===== src/rtl/instr_imm_sequencer.sv =====
// Decode-stage front end: packs a little-endian byte stream into 32-bit instructions,
// registers the immediate format select, and holds the word until the consumer accepts it.
module instr_imm_sequencer #(
    parameter int unsigned TIMEOUT = 255
) (
    input  logic        clk,
    input  logic        rst_n,
    input  logic        flush,
    input  logic [7:0]  byte_in,
    input  logic        byte_valid,
    output logic        byte_ready,
    output logic [31:0] InstrD,
    output logic [2:0]  ImmSrcD,
    output logic        instr_valid,
    input  logic        instr_ready,
    output logic        illegal,
    output logic        timeout_err
);

    localparam int unsigned IdleW = (TIMEOUT > 0) ? $clog2(TIMEOUT + 1) : 1;

    typedef enum logic {StCollect, StHold} state_e;

    state_e             state_q, state_d;
    logic [1:0]         cnt_q, cnt_d;
    logic [IdleW-1:0]   idle_q, idle_d;
    logic [31:0]        instr_q, instr_d;
    logic [2:0]         imm_src_q, imm_src_d;
    logic               illegal_q, illegal_d;
    logic               timeout_err_q, timeout_err_d;

    // Returns {illegal, ImmSrcD} for a 7-bit opcode.
    function automatic logic [3:0] decode_op(input logic [6:0] op);
        logic [3:0] res;
        unique case (op)
            7'b0010011, 7'b0000011, 7'b1100111, 7'b1110011: res = 4'b0_000;
            7'b0110011:                                     res = 4'b0_000;
            7'b0100011:                                     res = 4'b0_001;
            7'b1100011:                                     res = 4'b0_010;
            7'b1101111:                                     res = 4'b0_011;
            7'b0110111, 7'b0010111:                         res = 4'b0_100;
            default:                                        res = 4'b1_000;
        endcase
        return res;
    endfunction

    always_ff @(posedge clk) begin
        if (!rst_n) begin
            state_q       <= StCollect;
            cnt_q         <= 2'd0;
            idle_q        <= '0;
            instr_q       <= 32'd0;
            imm_src_q     <= 3'd0;
            illegal_q     <= 1'b0;
            timeout_err_q <= 1'b0;
        end else begin
            state_q       <= state_d;
            cnt_q         <= cnt_d;
            idle_q        <= idle_d;
            instr_q       <= instr_d;
            imm_src_q     <= imm_src_d;
            illegal_q     <= illegal_d;
            timeout_err_q <= timeout_err_d;
        end
    end

    always_comb begin
        state_d       = state_q;
        cnt_d         = cnt_q;
        idle_d        = idle_q;
        instr_d       = instr_q;
        imm_src_d     = imm_src_q;
        illegal_d     = illegal_q;
        timeout_err_d = 1'b0;
        if (flush) begin
            state_d = StCollect;
            cnt_d   = 2'd0;
            idle_d  = '0;
        end else begin
            unique case (state_q)
                StCollect: begin
                    if (byte_valid) begin
                        instr_d[{cnt_q, 3'b000} +: 8] = byte_in;
                        cnt_d  = cnt_q + 2'd1;
                        idle_d = '0;
                        if (cnt_q == 2'd3) begin
                            // Byte 0 already holds the opcode, so decode from the stored word.
                            state_d = StHold;
                            {illegal_d, imm_src_d} = decode_op(instr_q[6:0]);
                        end
                    end else if (TIMEOUT != 0 && cnt_q != 2'd0) begin
                        if (idle_q == IdleW'(TIMEOUT - 1)) begin
                            cnt_d         = 2'd0;
                            idle_d        = '0;
                            timeout_err_d = 1'b1;
                        end else begin
                            idle_d = idle_q + 1'b1;
                        end
                    end
                end
                StHold: begin
                    if (instr_ready) begin
                        state_d = StCollect;
                        cnt_d   = 2'd0;
                    end
                end
            endcase
        end
    end

    always_comb begin
        byte_ready  = (state_q == StCollect);
        instr_valid = (state_q == StHold);
        InstrD      = instr_q;
        ImmSrcD     = imm_src_q;
        illegal     = illegal_q;
        timeout_err = timeout_err_q;
    end

endmodule


===== config.mk =====
export PLATFORM = sky130hd
export DESIGN_NAME = instr_imm_sequencer
export DESIGN_NICKNAME = d
export VERILOG_FILES = /design/src/rtl/instr_imm_sequencer.sv
export SDC_FILE = /design/constraint.sdc
export NUM_CORES = 1
export LEC_CHECK = 0
export BUFFER_PORTS_ARGS = -buffer_cell sky130_fd_sc_hd__buf_4
export CORE_MARGIN = 2
export CORE_UTILIZATION = 43
export CTS_BUF_LIST = sky130_fd_sc_hd__clkbuf_8 sky130_fd_sc_hd__clkbuf_16
export DETAILED_ROUTE_END_ITERATION = 8
export PLACE_DENSITY = 0.73
export SYNTH_ARGS = -nofsm -noshare
export SYNTH_HDL_FRONTEND = slang
export SYNTH_SLANG_ARGS = --single-unit

===== constraint.sdc =====
create_clock -name clk -period 2.1 [get_ports clk]
set_clock_uncertainty 0.15 [all_clocks]
set_input_delay 0.315 -clock clk [delete_from_list [all_inputs] [get_ports clk]]
set_output_delay 0.315 -clock clk [all_outputs]
set_load 0.02 [all_outputs]

# ---- Yosys cells after proc, flatten, opt, wreduce, memory -nomap -nowiden
# Index checks and enable logic that the tools add are counted.
dict set report classes {
  multipliers 0
  addsub 3
  n_eq_ne 15
  shifts 2
  n_mux 15
  magnitude_cmp 0
  bitwise 4
  reduce_logical 10
  n_div 0
}
# cell n
set op_table {}
lappend op_table {{$bwmux 32} 1}
lappend op_table {{$shift 8x7->32 const A} 1}
lappend op_table {{$shiftx 8x7->32} 1}
lappend op_table {{$eq 7x7->1 const B} 4}
lappend op_table {{$mux 8} 3}
lappend op_table {{$eq 7x6->1 const B} 3}
lappend op_table {{$pmux 4 s5} 1}
lappend op_table {{$eq 7x5->1 const B} 2}
lappend op_table {{$reduce_or 5->1} 2}
lappend op_table {{$add 8x1->8 const B} 1}
lappend op_table {{$eq 8x8->1 const B} 1}
lappend op_table {{$mux 2} 4}
lappend op_table {{$eq 7x2->1 const B} 1}
lappend op_table {{$neg 5->7} 1}
lappend op_table {{$ne 3x2->1 const B} 2}
lappend op_table {{$reduce_and 3->1} 2}
lappend op_table {{$mux 1} 4}
lappend op_table {{$not 1->1} 4}
lappend op_table {{$pmux 2 s2} 1}
lappend op_table {{$reduce_and 4->1} 1}
lappend op_table {{$reduce_bool 2->1} 2}
lappend op_table {{$reduce_or 2->1} 2}
lappend op_table {{$add 2x1->2 const B} 1}
lappend op_table {{$eq 2x2->1 const B} 1}
lappend op_table {{3 further kinds} 3}
dict set report totals {
  regBits 48
  latch_bits 0
  romBits 0
  elab_cells 56
  inputBits 13
  mem_count 0
  mem_bits_rw 0
  output_inout_bits 39
}

# ---- Longest topological paths before layout
dict set report logic_depth {
  depth_word 5
  depth_mapped 7
  depth_no_buf 6
}

# ---- Worst setup path after synthesis
# OpenSTA, ideal clock, no wires.
dict set report synth_timing {
  kind {register to register}
  startpoint {register cnt_q[0]}
  endpoint {register idle_q[7]}
  setup_time_ns 0.067
  path_stages_with_launch 8
  n_path_buf 1
  period_less_slack_ns 2.178
  t_arrival_ns 1.960
  setup_slack_ns -0.078
  required_ns 1.883
  cell_sequence {dfxtp_1 inv_1 ha_1 buf_6 nor2b_4 or2_4 or4_4 a21oi_2}
}
dict set report synth_via {
  elab_chain_cells 3
}
# item line
set synth_lines {}
lappend synth_lines {{from (decl)} 25} ;# logic [1:0] cnt_q, cnt_d;
lappend synth_lines {{from (signal assigned)} 58} ;# cnt_q <= cnt_d;
lappend synth_lines {{$reduce_bool 2->1} 91} ;# end else if (TIMEOUT != 0 && cnt_q != 2'd0) begin
lappend synth_lines {{$reduce_bool 2->1 (no line)} -}
lappend synth_lines {{$reduce_and 2->1 (no line)} -}
lappend synth_lines {{to (signal assigned)} 59} ;# idle_q <= idle_d;
lappend synth_lines {{to (decl)} 26} ;# logic [IdleW-1:0] idle_q, idle_d;
# Every way passes these cells.
# A chain may end at the register's enable or synchronous reset.

# ---- Final worst setup path
# Ends and elaborated chain as after synthesis.

==> results.cfg <==
[clocking]
ctsResizeCount = 0
cts_buffers = 5
cts.clk_slew.worst_paths_ns = 0.09
ctsRootBufferMaster = clkbuf_8
clk-insertion-delay-late_ns = 0.29
clock_sinks = 48
cts_tree = yes
cts_hold_buf = 0
htreeDepth = 2
cts_setup_buffers = 0
clockBufferDepth = 2

[routing]
viasPerCell = 5.29
vias = 1900
wirelength_met1_um = 2290
met3_wirelength_um = 247
final_antenna_net_count = 0
wl_met2_um = 2430
initialDrtViolationCount = 155
topRoutingLayerUsed = met4
wire_per_inst_um = 13.9
wirelength_um = 5000
dr.pass1.iters = 4
drcViolationCount = 0

[layout]
fillerInstances = 461
final_net_count = 311
diodes = 0
area_growth_pct = 28.6
drive_gt1_share_pct = 27.4

[grt]
grt_start_max_net_pins = 36
grt_pass1_wl_um = 7910
grt_pass1_vias = 1686
grt_overflow_total = 0
antenna_found_initial = 0
grt.total_usage_pct = 18.5

[place]
dp_hpwl_um = 3630
place_ws_ns = 0.181
place_congestion = 0.844
portBuffers = 51

[setup_path]
critPathKind = flip-flop to flip-flop
r2r_cells = 6
ff2ff_setup_slack_ns = 0.16
start_kind = flip-flop
timing.rr.start = cnt_q[0]
critPathMaxFanout = 7
critPathRequiredTime_ns = 2.18
timing.rr.end = idle_q[7]
endpoint_kind = flip-flop
arrival_ns = 2.02

[power_and_ir_drop]
power_density_nw_per_um2 = 678
vdd_ir_drop_max_uv = 443
totalPowerFinal_w = 0.00186
p_leak_nw = 1.04

[timing]
setup_ws_ns = 0.164
hold_viol_final = 0
tns_ns = 0
fin_crit_ns = 1.94
worstMarginPinSlew_ns = 0.477
period_share_pct = 92.2
maxSlewViolCount = 0
relSlewSlack_pct = 67.9
holdWs_ns = 0.148
fmax_mhz = 517
setup_viol = 0
rsz0062_at_grt = false

[synth]
netlist_top_cells_count = 48 x dfxtp_1, 28 x nor2_1, 23 x a21oi_1
dominantRegCellSynth = dfxtp_1
netlist_top_cells_area = dfxtp_1 45%, a22oi_1 6.3%, a21oi_1 5.4%
synth.most_common_cell = dfxtp_1
ys_warn_count = 0
synth_cells = 237
async_flop_share_pct = 0
syn_area_per_cell_sq_um = 9.00
synth_edf_count = 0
syn-num-nets = 257
synth_cell_types = 45
synth_seq_cells = 48
synth_top_area_cell = dfxtp_1
synth_top_area_share_pct = 45.1
netlist_area_sq_um = 2130
yosysSeqAreaShare_pct = 45.1

[status]
status = completed

[hold_path]
hold_path_end = InstrD[3]
hp-start = byte_in[3]
holdPathStages = 3
min_path_type = primary input to flip-flop

[floorplan]
io-pin-count = 52
core_area_sq_um = 4750
fp.dieW_um = 74.4
die_area_sq_um = 5540
start_util_pct = 44.8
die_h_um = 74.4
rows = 25

[flow_run]
cap_violations = 0
## critical path, stage by stage, from the launching register on
cell and delay [ns]:
dfxtp_2 0.42, inv_1 0.10, ha_1 0.22, nor2b_4 0.14, or2_4 0.24, or4_4 0.48
a21oi_2 0.13
## metal layers
layer / global-route usage, % / vias to the layer above
met4: 4.17 / 0
li1: - / 954
met5: 0 / -
met1: 26.1 / 894
met2: 29.1 / 47
met3: 3.93 / 5
## cells by family after synthesis
| group | synth area share, % |
|---|---|
| buf+inv | 4.40 |
| xor+xnor | 2.46 |
| simple gates | 27.9 |
| compound gates | 16.1 |
| fa+ha+maj | 4.11 |
| flops | 45.1 |
## area by class of cell
type                    count  area [sq um]  share of cell area, %
multi-input cells         169          1080                   39.3
flip-flops and latches     48           962                   35.1
repair buffers             61           458                   16.7
well taps                  67          83.8                   3.06
clock buffers               5          68.8                   2.51
clock inverters             3          68.8                   2.51
inverters                   6          22.5                  0.822
## power by group
group	switching, W	internal [W]
logic	0.0000804	0.0000611
clock network	0.000304	0.000479
registers	0.0000146	0.000919
total	0.000399	0.00146
## per-stage QoR
stage | area [sq um] | cells | utilization (%)
2_1_floorplan | 2130 | 237 | -
3_3_place_gp | 2600 | 351 | 54.8
3_5_place_dp | 2600 | 351 | 54.8
4_1_cts | 2740 | 359 | 57.7
5_1_grt | 2740 | 359 | 57.7
6_report | 2740 | 359 | 57.7
## state kept, by name, indices dropped and copies added, names as in the netlist
signal / cells
ImmSrcD: 3
InstrD: 32
cnt_q: 2
idle_q: 8
illegal: 1
instr_valid: 1
timeout_err: 1
## placed cells by master, fill, tap and decap left out, drive strengths merged, types with 4 or more instances in the layout
| cell | instances |
|---|---|
| buf | 61 |
| dfxtp | 48 |
| nor2 | 28 |
| a21oi | 24 |
| nand2 | 22 |
| nand3 | 18 |
| a22oi | 18 |
| ha | 7 |
| xnor2 | 6 |
| inv | 6 |
| clkbuf | 5 |
| nor3 | 4 |
| nor3b | 4 |
## how the worst max path moves through the flow
stage / startpoint / endpoint / slack (ns)
global route: cnt_q[0] / InstrD[2] / 0.06
finish: cnt_q[0] / idle_q[7] / 0.16
floorplan: cnt_q[0] / idle_q[7] / 0.04
CTS: cnt_q[0] / idle_q[7] / 0.16
detailed placement: cnt_q[0] / idle_q[7] / 0.18
global placement: cnt_q[0] / idle_q[7] / 0.20
(Power assumes the default switching activity.)
